==> src/rtl/int_priority_ctrl_pkg.sv <==
// ---------------------------------------------------------------------------
// int_pkg
//   Shared constants and types for the interrupt priority controller.
//   VEC_*        : 6-bit vector indices presented on IntAddrLSBs.
//                  The CPU vector address is {9'h1FF, IntAddrLSBs, 1'b0}.
//   int_state_t  : handshake FSM state encoding (IDLE, REQ, ACK).
// ---------------------------------------------------------------------------
package int_pkg;

   localparam int VEC_RESET    = 63;  // reserved for reset, never driven here
   localparam int VEC_NMI      = 62;
   localparam int VEC_SRC_BASE = 61;  // source i -> index VEC_SRC_BASE - i

   typedef enum logic [1:0] {
      IDLE = 2'd0,
      REQ  = 2'd1,
      ACK  = 2'd2
   } int_state_t;

endpackage

==> src/rtl/int_priority_ctrl_if.sv <==
// ---------------------------------------------------------------------------
// int_priority_ctrl_if
//   CPU-side interrupt handshake bundle.
//   NMI, INT     : request lines, driven by the controller (registered).
//   IntAddrLSBs  : vector index, driven by the controller (registered).
//   INTACK       : acknowledge, driven by the CPU.
//
// Handshake: the controller raises exactly one of NMI/INT together with a
// valid IntAddrLSBs. Until INTACK is sampled high the controller may replace
// the vector with a higher-priority one or withdraw the request. Once INTACK
// is sampled high the request line drops on the same edge and IntAddrLSBs
// stays frozen until the edge that samples INTACK low. No new request is
// raised earlier than one cycle after that edge.
//
//   master : controller side
//   slave  : CPU side
// ---------------------------------------------------------------------------
interface int_priority_ctrl_if;

   logic       NMI;
   logic       INT;
   logic [5:0] IntAddrLSBs;
   logic       INTACK;

   modport master (
      output NMI,
      output INT,
      output IntAddrLSBs,
      input  INTACK
   );

   modport slave (
      input  NMI,
      input  INT,
      input  IntAddrLSBs,
      output INTACK
   );

endinterface

==> src/rtl/int_prio_enc.sv <==
// ---------------------------------------------------------------------------
// int_prio_enc
//   Combinational fixed-priority encoder; bit 0 is the highest priority.
//   Parameters : N_SRC  number of request bits (1..61)
//   Inputs     : pending, enable  (a request is pending & enable)
//   Outputs    : valid  at least one request present
//                idx    index of the lowest set request bit (0 when !valid)
// ---------------------------------------------------------------------------
module int_prio_enc #(
   parameter int N_SRC = 16
) (
   input  logic [N_SRC-1:0] pending,
   input  logic [N_SRC-1:0] enable,
   output logic             valid,
   output logic [5:0]       idx
);

   logic [N_SRC-1:0] req;

   assign req = pending & enable;

   // Scan from the top so the lowest set bit is the last to write idx.
   always_comb begin
      valid = 1'b0;
      idx   = '0;
      for (int i = N_SRC - 1; i >= 0; i--) begin
         if (req[i]) begin
            valid = 1'b1;
            idx   = 6'(i);
         end
      end
   end

endmodule

==> src/rtl/int_priority_ctrl.sv <==
// ---------------------------------------------------------------------------
// int_priority_ctrl
//   Interrupt arbiter/sequencer between peripheral sources and the CPU.
//   Latches rising edges of nmi_src / irq_src, arbitrates (NMI first, then
//   the lowest enabled pending source), presents the vector to the CPU and
//   clears the serviced request on acknowledge.
//
//   Ports
//     MCLK       in   master clock, rising edge
//     reset      in   synchronous, active-high
//     nmi_src    in   non-maskable request, rising edge latched
//     irq_src    in   [N_SRC] maskable requests, rising edge latched per bit
//     irq_en     in   [N_SRC] per-source enable (arbitration mask only)
//     irq_clr    in   [N_SRC] one-cycle clear strobes for pending bits
//     pending    out  [N_SRC] pending register (status readback)
//     state_dbg  out  current FSM state
//     cpu        master modport: NMI, INT, IntAddrLSBs out; INTACK in
// ---------------------------------------------------------------------------
module int_priority_ctrl
   import int_pkg::*;
#(
   parameter int N_SRC = 16
) (
   input  logic                 MCLK,
   input  logic                 reset,
   input  logic                 nmi_src,
   input  logic [N_SRC-1:0]     irq_src,
   input  logic [N_SRC-1:0]     irq_en,
   input  logic [N_SRC-1:0]     irq_clr,
   output logic [N_SRC-1:0]     pending,
   output int_state_t           state_dbg,
   int_priority_ctrl_if.master  cpu
);

   int_state_t       state, state_d;
   logic             nmi_q, nmi_d;
   logic             int_q, int_d;
   logic [5:0]       addr_q, addr_d;
   logic             ack_fire;

   logic             nmi_prev, nmi_pend;
   logic [N_SRC-1:0] irq_prev;
   logic             nmi_rise;
   logic [N_SRC-1:0] irq_rise;

   logic             enc_valid;
   logic [5:0]       enc_idx;
   logic             cand_valid;
   logic [5:0]       cand_vec;

   logic [5:0]       ack_src_idx;
   logic [N_SRC-1:0] ack_mask;
   logic             ack_nmi;

   assign nmi_rise = nmi_src & ~nmi_prev;
   assign irq_rise = irq_src & ~irq_prev;

   int_prio_enc #(.N_SRC(N_SRC)) u_enc (
      .pending (pending),
      .enable  (irq_en),
      .valid   (enc_valid),
      .idx     (enc_idx)
   );

   assign cand_valid = nmi_pend | enc_valid;
   assign cand_vec   = nmi_pend ? 6'(VEC_NMI) : (6'(VEC_SRC_BASE) - enc_idx);

   // ---------------- FSM: next state and registered-output values ----------
   always_comb begin
      state_d  = state;
      nmi_d    = nmi_q;
      int_d    = int_q;
      addr_d   = addr_q;
      ack_fire = 1'b0;
      unique case (state)
         IDLE: begin
            // INTACK here is ignored
            if (cand_valid) begin
               state_d = REQ;
               nmi_d   = nmi_pend;
               int_d   = ~nmi_pend;
               addr_d  = cand_vec;
            end
         end
         REQ: begin
            if (cpu.INTACK) begin
               state_d  = ACK;
               ack_fire = 1'b1;
               nmi_d    = 1'b0;
               int_d    = 1'b0;
            end else if (cand_valid) begin
               // Re-arbitrate: a higher-priority arrival replaces the vector
               nmi_d  = nmi_pend;
               int_d  = ~nmi_pend;
               addr_d = cand_vec;
            end else begin
               // Request withdrawn; vector keeps its last value
               state_d = IDLE;
               nmi_d   = 1'b0;
               int_d   = 1'b0;
            end
         end
         ACK: begin
            if (!cpu.INTACK) state_d = IDLE;
         end
         default: begin
            state_d = IDLE;
            nmi_d   = 1'b0;
            int_d   = 1'b0;
         end
      endcase
   end

   // ---------------- acknowledge clear of the presented vector ------------
   // NMI_q is still high on the acknowledging edge, so it tells us whether
   // the presented vector was the NMI or a maskable source.
   assign ack_nmi     = ack_fire & nmi_q;
   assign ack_src_idx = 6'(VEC_SRC_BASE) - addr_q;

   always_comb begin
      ack_mask = '0;
      for (int i = 0; i < N_SRC; i++) begin
         ack_mask[i] = ack_fire & ~nmi_q & (ack_src_idx == 6'(i));
      end
   end

   // ---------------- registers --------------------------------------------
   always_ff @(posedge MCLK) begin
      if (reset) begin
         state    <= IDLE;
         nmi_q    <= 1'b0;
         int_q    <= 1'b0;
         addr_q   <= '0;
         nmi_prev <= 1'b0;
         nmi_pend <= 1'b0;
         irq_prev <= '0;
         pending  <= '0;
      end else begin
         state    <= state_d;
         nmi_q    <= nmi_d;
         int_q    <= int_d;
         addr_q   <= addr_d;
         nmi_prev <= nmi_src;
         irq_prev <= irq_src;
         // New edges win over clears on the same cycle
         nmi_pend <= (nmi_pend & ~ack_nmi) | nmi_rise;
         pending  <= (pending & ~irq_clr & ~ack_mask) | irq_rise;
      end
   end

   assign cpu.NMI         = nmi_q;
   assign cpu.INT         = int_q;
   assign cpu.IntAddrLSBs = addr_q;
   assign state_dbg       = state;

endmodule

==> src/flat_wrapper.sv <==
// flat-port wrapper written by rule: the top's interface ports become plain ports
module int_priority_ctrl_flat import int_pkg::*;
#(
   parameter int N_SRC = 16
)
  (MCLK, reset, nmi_src, irq_src, irq_en, irq_clr, pending, state_dbg, cpu_NMI, cpu_INT, cpu_IntAddrLSBs, cpu_INTACK);
  int_priority_ctrl_if cpu_i ();
  input  logic MCLK;
  input  logic reset;
  input  logic nmi_src;
  input  logic [N_SRC-1:0] irq_src;
  input  logic [N_SRC-1:0] irq_en;
  input  logic [N_SRC-1:0] irq_clr;
  output logic [N_SRC-1:0] pending;
  output int_state_t state_dbg;
  output wire logic [$bits(cpu_i.NMI)-1:0] cpu_NMI;
  output wire logic [$bits(cpu_i.INT)-1:0] cpu_INT;
  output wire logic [$bits(cpu_i.IntAddrLSBs)-1:0] cpu_IntAddrLSBs;
  input wire logic [$bits(cpu_i.INTACK)-1:0] cpu_INTACK;
  assign cpu_NMI = cpu_i.NMI;
  assign cpu_INT = cpu_i.INT;
  assign cpu_IntAddrLSBs = cpu_i.IntAddrLSBs;
  assign cpu_i.INTACK = cpu_INTACK;
  int_priority_ctrl #(.N_SRC(N_SRC)) u_core (.MCLK(MCLK), .reset(reset), .nmi_src(nmi_src), .irq_src(irq_src), .irq_en(irq_en), .irq_clr(irq_clr), .pending(pending), .state_dbg(state_dbg), .cpu(cpu_i));
endmodule
==> config.mk <==
export PLATFORM = sky130hd
export DESIGN_NAME = int_priority_ctrl_flat
export DESIGN_NICKNAME = d
export VERILOG_FILES = /design/src/rtl/int_priority_ctrl_pkg.sv /design/src/rtl/int_priority_ctrl_if.sv /design/src/rtl/int_prio_enc.sv /design/src/rtl/int_priority_ctrl.sv /design/src/flat_wrapper.sv
export SDC_FILE = /design/constraint.sdc
export NUM_CORES = 1
export LEC_CHECK = 0
export CAP_MARGIN = 20
export CORE_MARGIN = 2
export CORE_UTILIZATION = 43
export DETAILED_ROUTE_END_ITERATION = 6
export PLACE_DENSITY = 0.81
export SYNTH_ARGS = -nofsm -noshare
export SYNTH_HDL_FRONTEND = slang
export SYNTH_HIERARCHICAL = 1
export SYNTH_SLANG_ARGS = --single-unit
==> constraint.sdc <==
create_clock -name MCLK -period 2.2 [get_ports MCLK]
set_input_delay 0.33 -clock MCLK [delete_from_list [all_inputs] [get_ports MCLK]]
set_output_delay 0.33 -clock MCLK [all_outputs]
set_load 0.01 [all_outputs]
==> results.sh, run 1 <==
export IMPL_grt_antenna_before_repair=0
export IMPL_vias_per_cell=5.35
export IMPL_ys_top_cells_by_count="dfxtp_1 (44), nor2_1 (25), nor2b_1 (23)"
export IMPL_fillers=400
export IMPL_rsz0062_at_grt="no"
export IMPL_area_delta_synth_final_pct=47.3
export IMPL_yosysSeqAreaShare_pct=43.4
export IMPL_core_sq_um=4440
export IMPL_cts_buffers=5
export IMPL_period_minus_slack_ns=1.98
export IMPL_cp_slowest_cell="clkdlybuf4s50_1"
export IMPL_synth_edf_count=0
export IMPL_cp_arrival_ns=2.17
export IMPL_critPathMaxStageDelay_ns=0.43
export IMPL_report_final_hold_viol_count=0
export IMPL_worst_path_max_fanout=6
export IMPL_cts_setup_buffers=0
export IMPL_synth_top_area_cell="dfxtp_1"
export IMPL_startpoint_type="primary input"
export IMPL_clkLatencyLatePin_ns=0.30
export IMPL_multi_input_area_sq_um=1060
export IMPL_min_path_type="reg -> reg"
export IMPL_grtUsageTotal_pct=21.5
export IMPL_vdd_drop_max_mv=0.360
export IMPL_gr_total_overflow=0
export IMPL_end_kind="register"
export IMPL_ant_nets=0
export IMPL_clock_sinks=44
export IMPL_worst_setup_path_type="in -> reg"
export IMPL_start_util_pct=45.6
export IMPL_crit_required_ns=2.39
export IMPL_status="finished clean"
export IMPL_synthTopCellsByArea="dfxtp_1 (43%), nor2b_1 (7.1%), nor2_1 (4.6%)"
export IMPL_place_congestion=0.882
export IMPL_die_height_um=72.7
export IMPL_synth_cell_types=43
export IMPL_drt_iter0_drc=135
export IMPL_drt_total_wl_mm=5.32
export IMPL_cts_tree="built"
export IMPL_maxCapViolations=0
export IMPL_post_drt_wl_per_cell_um=14.1
export IMPL_htree_levels=2
export IMPL_holdPathEnd="u_core/pending[9]"
export IMPL_fin_crit_sh_pct=89.8
export IMPL_fmax_mhz=506
export IMPL_finalSetupTns_ns=0
export IMPL_vias=2022
export IMPL_postSynthCellCount=239
export IMPL_cts_resized_gates=0
export IMPL_r2r_setup_slack_ns=0.31
export IMPL_p_leak_nw=1.19
export IMPL_grt_pass1_vias=1957
export IMPL_port_buffers=77
export IMPL_reg2reg_from="u_core/pending[14]"
export IMPL_max_slew_margin_rel_pct=63.2
export IMPL_skew_ns=0.00876
export IMPL_synth_most_common_cell="dfxtp_1"
export IMPL_clk_pin_slew_worst_paths_ns=0.08
export IMPL_drive_gt1_share_pct=7.06
export IMPL_power_total_w=0.00203
export IMPL_setup_violations=0
export IMPL_grt_max_degree=17
export IMPL_dieArea_sq_um=5280
export IMPL_dr_pass1_iters=4
export IMPL_ys_flop_type="dfxtp_1"
export IMPL_syn_avg_cell_area_sq_um=8.49
export IMPL_nets=379
export IMPL_rows=24
export IMPL_rr_worst_depth=8
export IMPL_tightest_slew_ns=0.551
export IMPL_yosys_area_top_type_share_pct=43.4
export IMPL_hp_start="u_core/irq_prev[9]"
export IMPL_hold_depth=1
export IMPL_dp_hpwl_mm=4.27
export IMPL_design_area_sq_um=2990
export IMPL_power_density_nw_per_um2=681
export IMPL_n_antenna_cell=0
export IMPL_ys_seq_elements=44
export IMPL_place_area_sq_um=2890
export IMPL_netlist_area_sq_um=2030
export IMPL_cts_buffer_depth=2
export IMPL_crit_chain="clkdlybuf4s50_1, a22oi_1, nand2_1, nor3_1, nand3b_1, nand2b_4, or3_1, o22ai_2, and2b_1"
export IMPL_die_w_um=72.7
export IMPL_drv_slew=0
export IMPL_async_reset_ff_share_pct=0
export IMPL_clock_tree_root_cell="clkbuf_8"
export IMPL_grt_pass1_wl_mm=8.79
export IMPL_r2r_end="u_core/cpu.IntAddrLSBs[0]"
export IMPL_pin_count=78
export IMPL_layout_area_seq_sq_um=881
export IMPL_ys_warnings_count=6
export IMPL_route_detailed_drc=0
export IMPL_cts_hold_buffers=0
## worst max-delay path, delay by kind of cell
kind | cells | cell delay [ns]
AOI/OAI and AO/OA | 2 | 0.33
buffers and inverters | 1 | 0.43
and+or+nand+nor | 6 | 1.08
## cell type report
cell class / count / share of cell area (%)
clock buffers: 6 / 2.76
clock inverters: 2 / 0.503
flip-flops and latches: 44 / 29.5
multi-input cells: 176 / 35.6
repair buffers: 85 / 27.8
inverters: 13 / 1.63
well taps: 52 / 2.18
## logic make-up (layout without fill, tap and decap cells)
kind of cell / Yosys count / count (layout) / share of synthesized area, %
other: 1 / 2 / 0.185
XOR/XNOR: 5 / 5 / 2.16
buffers and inverters: 20 / 106 / 4.32
flip-flops: 44 / 44 / 43.4
AND/OR/NAND/NOR: 103 / 103 / 27.3
adder cells (fa/ha/maj): 2 / 2 / 1.23
AO/OA/AOI/OAI: 64 / 64 / 21.3
## registers in the layout, summed over array words and instances (netlist names)
| name | cells |
|---|---|
| u_core/pending | 16 |
| u_core/cpu.INT | 1 |
| u_core/cpu.IntAddrLSBs | 6 |
| u_core/nmi_prev | 1 |
| u_core/nmi_pend | 1 |
| u_core/irq_prev | 16 |
| u_core/cpu.NMI | 1 |
| u_core/state_dbg | 2 |
## per-layer routing
layer	routed length, um	global-route usage, %	vias up	part of all wire [%]
li1	-	-	1021	-
met1	2410	27.0	939	45
met2	2590	36.4	58	49
met3	262	5.25	4	4.9
met4	52	6.38	0	0.98
met5	0	0	-	0
## worst max path at each step
stage	end	cells after the start	slack, ns	startpoint
after floorplan	u_core/cpu.IntAddrLSBs[3]	8	0.43	u_core/pending[9]
after detailed placement	u_core/cpu.IntAddrLSBs[0]	9	-0.07	irq_en[14]
final	u_core/cpu.IntAddrLSBs[0]	9	0.22	irq_en[12]
after CTS	u_core/cpu.IntAddrLSBs[0]	9	0.24	irq_en[14]
after global placement	u_core/cpu.IntAddrLSBs[0]	9	-0.07	irq_en[14]
after global routing	u_core/cpu.IntAddrLSBs[0]	9	0.02	irq_en[12]
## power by group
group / internal [W] / switching (W) / leakage (nW)
sequential: 0.000864 / 0.0000702 / 0.366
clock: 0.000254 / 0.000279 / 0.0434
combinational: 0.000311 / 0.000257 / 0.780
total: 0.00143 / 0.000606 / 1.19
## cells in the final DEF, fill, tap and decap left out, drive strengths merged, types with 2 or more instances in the layout
| cell type | netlist | routed |
|---|---|---|
| a21oi | 18 | 18 |
| a222oi | 3 | 3 |
| a22o | 5 | 5 |
| a22oi | 3 | 3 |
| a31oi | 4 | 4 |
| a32o | 2 | 2 |
| buf | 6 | 8 |
| clkbuf | 1 | 6 |
| clkdlybuf4s50 | 0 | 77 |
| clkinvlp | 0 | 2 |
| conb | 1 | 2 |
| dfxtp | 44 | 44 |
| ha | 2 | 2 |
| inv | 13 | 13 |
| nand2 | 16 | 16 |
| nand2b | 10 | 10 |
| nand3 | 5 | 5 |
| nand3b | 3 | 3 |
| nor2 | 25 | 25 |
| nor2b | 23 | 23 |
| nor3 | 11 | 11 |
| nor4 | 2 | 2 |
| o2111ai | 2 | 2 |
| o211ai | 8 | 8 |
| o21ai | 10 | 10 |
| o22ai | 6 | 6 |
| xnor2 | 2 | 2 |
| xor2 | 3 | 3 |
## through the flow
step	instances	setup slack [ns]	hold slack [ns]	utilization, %
CTS	378	0.237	0.423	67.2
global route	378	0.0206	0.432	67.2
floorplan	240	0.426	0.390	-
global placement	370	-0.0678	0.401	65.0
detailed placement	370	-0.0736	0.411	65.0
finish	378	0.224	0.419	67.2
Power figures use the tool's default switching activity.
==> inputs of run 2 (changes only) <==
CORE_UTILIZATION = 44   (was 43)
PLACE_DENSITY = 0.82   (was 0.81)
==> results.sh, run 2 (same netlist as run 1, synthesis figures left out) <==
export IMPL_pin_count=78
export IMPL_tightest_slew_ns=0.553
export IMPL_multi_input_area_sq_um=1060
export IMPL_place_congestion=0.824
export IMPL_end_kind="register"
export IMPL_status="finished clean"
export IMPL_drt_iter0_drc=105
export IMPL_cp_slowest_cell="clkdlybuf4s50_1"
export IMPL_area_delta_synth_final_pct=46.6
export IMPL_vias=2039
export IMPL_cts_tree="built"
export IMPL_core_sq_um=4380
export IMPL_vdd_drop_max_mv=0.364
export IMPL_route_detailed_drc=0
export IMPL_clkLatencyLatePin_ns=0.29
export IMPL_rsz0062_at_grt="no"
export IMPL_htree_levels=2
export IMPL_maxCapViolations=0
export IMPL_dieArea_sq_um=5170
export IMPL_nets=378
export IMPL_grtUsageTotal_pct=22.1
export IMPL_layout_area_seq_sq_um=881
export IMPL_dp_hpwl_mm=4.10
export IMPL_gr_total_overflow=0
export IMPL_die_height_um=71.9
export IMPL_grt_max_degree=19
export IMPL_fmax_mhz=497
export IMPL_grt_pass1_vias=1945
export IMPL_dr_pass1_iters=4
export IMPL_fin_crit_sh_pct=91.5
export IMPL_utilization_pct=67.8
export IMPL_hp_start="u_core/irq_prev[9]"
export IMPL_reg2reg_from="u_core/pending[14]"
export IMPL_drive_gt1_share_pct=6.77
export IMPL_crit_chain="clkdlybuf4s50_1, a22oi_1, nand2_1, nor3_1, nand3b_1, nand2b_4, or3_1, o22ai_2, and2b_1"
export IMPL_critPathLaunch="irq_en[14]"
export IMPL_cts_resized_gates=0
export IMPL_clock_sinks=44
export IMPL_die_w_um=71.9
export IMPL_finalSetupTns_ns=0
export IMPL_startpoint_type="primary input"
export IMPL_p_leak_nw=1.19
export IMPL_port_buffers=77
export IMPL_post_drt_wl_per_cell_um=14.1
export IMPL_layout_commonest_cell="clkdlybuf4s50_1"
export IMPL_max_slew_margin_rel_pct=63.1
export IMPL_cts_buffers=5
export IMPL_setup_violations=0
export IMPL_min_path_type="reg -> reg"
export IMPL_power_density_nw_per_um2=679
export IMPL_worst_path_max_fanout=6
export IMPL_cts_buffer_depth=2
export IMPL_grt_antenna_before_repair=0
export IMPL_skew_ns=0.00433
export IMPL_cts_setup_buffers=0
export IMPL_start_util_pct=46.3
export IMPL_drv_slew=0
export IMPL_grt_pass1_wl_mm=8.91
export IMPL_rows=24
export IMPL_fillers=381
export IMPL_clock_tree_root_cell="clkbuf_8"
export IMPL_period_minus_slack_ns=2.01
export IMPL_final_cell_mix="clkdlybuf4s50_1 (77), dfxtp_1 (44), nor2_1 (25)"
export IMPL_vias_per_cell=5.41
export IMPL_crit_required_ns=2.39
export IMPL_critPathMaxStageDelay_ns=0.42
export IMPL_report_final_hold_viol_count=0
export IMPL_cp_arrival_ns=2.21
export IMPL_ant_nets=0
export IMPL_clk_pin_slew_worst_paths_ns=0.08
export IMPL_drt_total_wl_mm=5.32
export IMPL_cts_hold_buffers=0
export IMPL_worst_setup_path_type="in -> reg"
export IMPL_n_antenna_cell=0
-- run 2: cell types whose count changed in the layout (fill, tap and decap cells not counted), sizes merged --
| cell | before | now |
|---|---|---|
| buf | 8 | 7 |
| clkinv | 0 | 2 |
| clkinvlp | 2 | 0 |
-- run 2: metal layers --
metal	vias to the layer above	wire [um]	track usage, %
met4	0	87	7.97
li1	1013	-	-
met5	-	0	0
met1	938	2270	27.1
met2	78	2510	37.1
met3	10	459	6.25
-- run 2: worst max-delay path: cells and delay by family --
family,cells,cell delay [ns]
AND/OR/NAND/NOR,6,1.11
buffers and inverters,1,0.42
AO/OA/AOI/OAI,2,0.35
-- run 2: final cells by class --
type	count	area share, %
Multi-Input combinational cell	176	35.8
Timing Repair Buffer	84	27.7
Clock inverter	2	0.337
Inverter	13	1.64
Sequential cell	44	29.6
Clock buffer	6	2.78
Tap cell	52	2.19
-- run 2: final timing paths --
path	endpoint	slack, ns	cells past startpoint
setup reg to reg	u_core/cpu.IntAddrLSBs[0]	0.28	8
hold reg to reg	u_core/pending[9]	0.42	1
hold / removal	u_core/pending[9]	0.42	1
setup / recovery	u_core/cpu.IntAddrLSBs[0]	0.19	9
-- run 2: power breakdown --
group / internal [W] / leakage [nW] / switching (W)
sequential: 0.000864 / 0.366 / 0.0000705
combinational: 0.000309 / 0.775 / 0.000260
clock: 0.000251 / 0.0510 / 0.000267
total: 0.00142 / 1.19 / 0.000597
-- run 2: stage by stage --
| step | hold WS [ns] | worst slack (ns) | power, W | area, sq um | instances |
|---|---|---|---|---|---|
| final | 0.421 | 0.188 | 0.00202 | 2970 | 377 |
| after global routing | 0.436 | 0.0814 | 0.00212 | 2970 | 377 |
| after CTS | 0.425 | 0.243 | 0.00203 | 2970 | 377 |
| after detailed placement | 0.411 | -0.0650 | 0.00151 | 2880 | 369 |
| after global placement | 0.397 | -0.0152 | 0.00150 | 2880 | 369 |
| after floorplan | 0.390 | 0.426 | 0.00123 | 2030 | 240 |
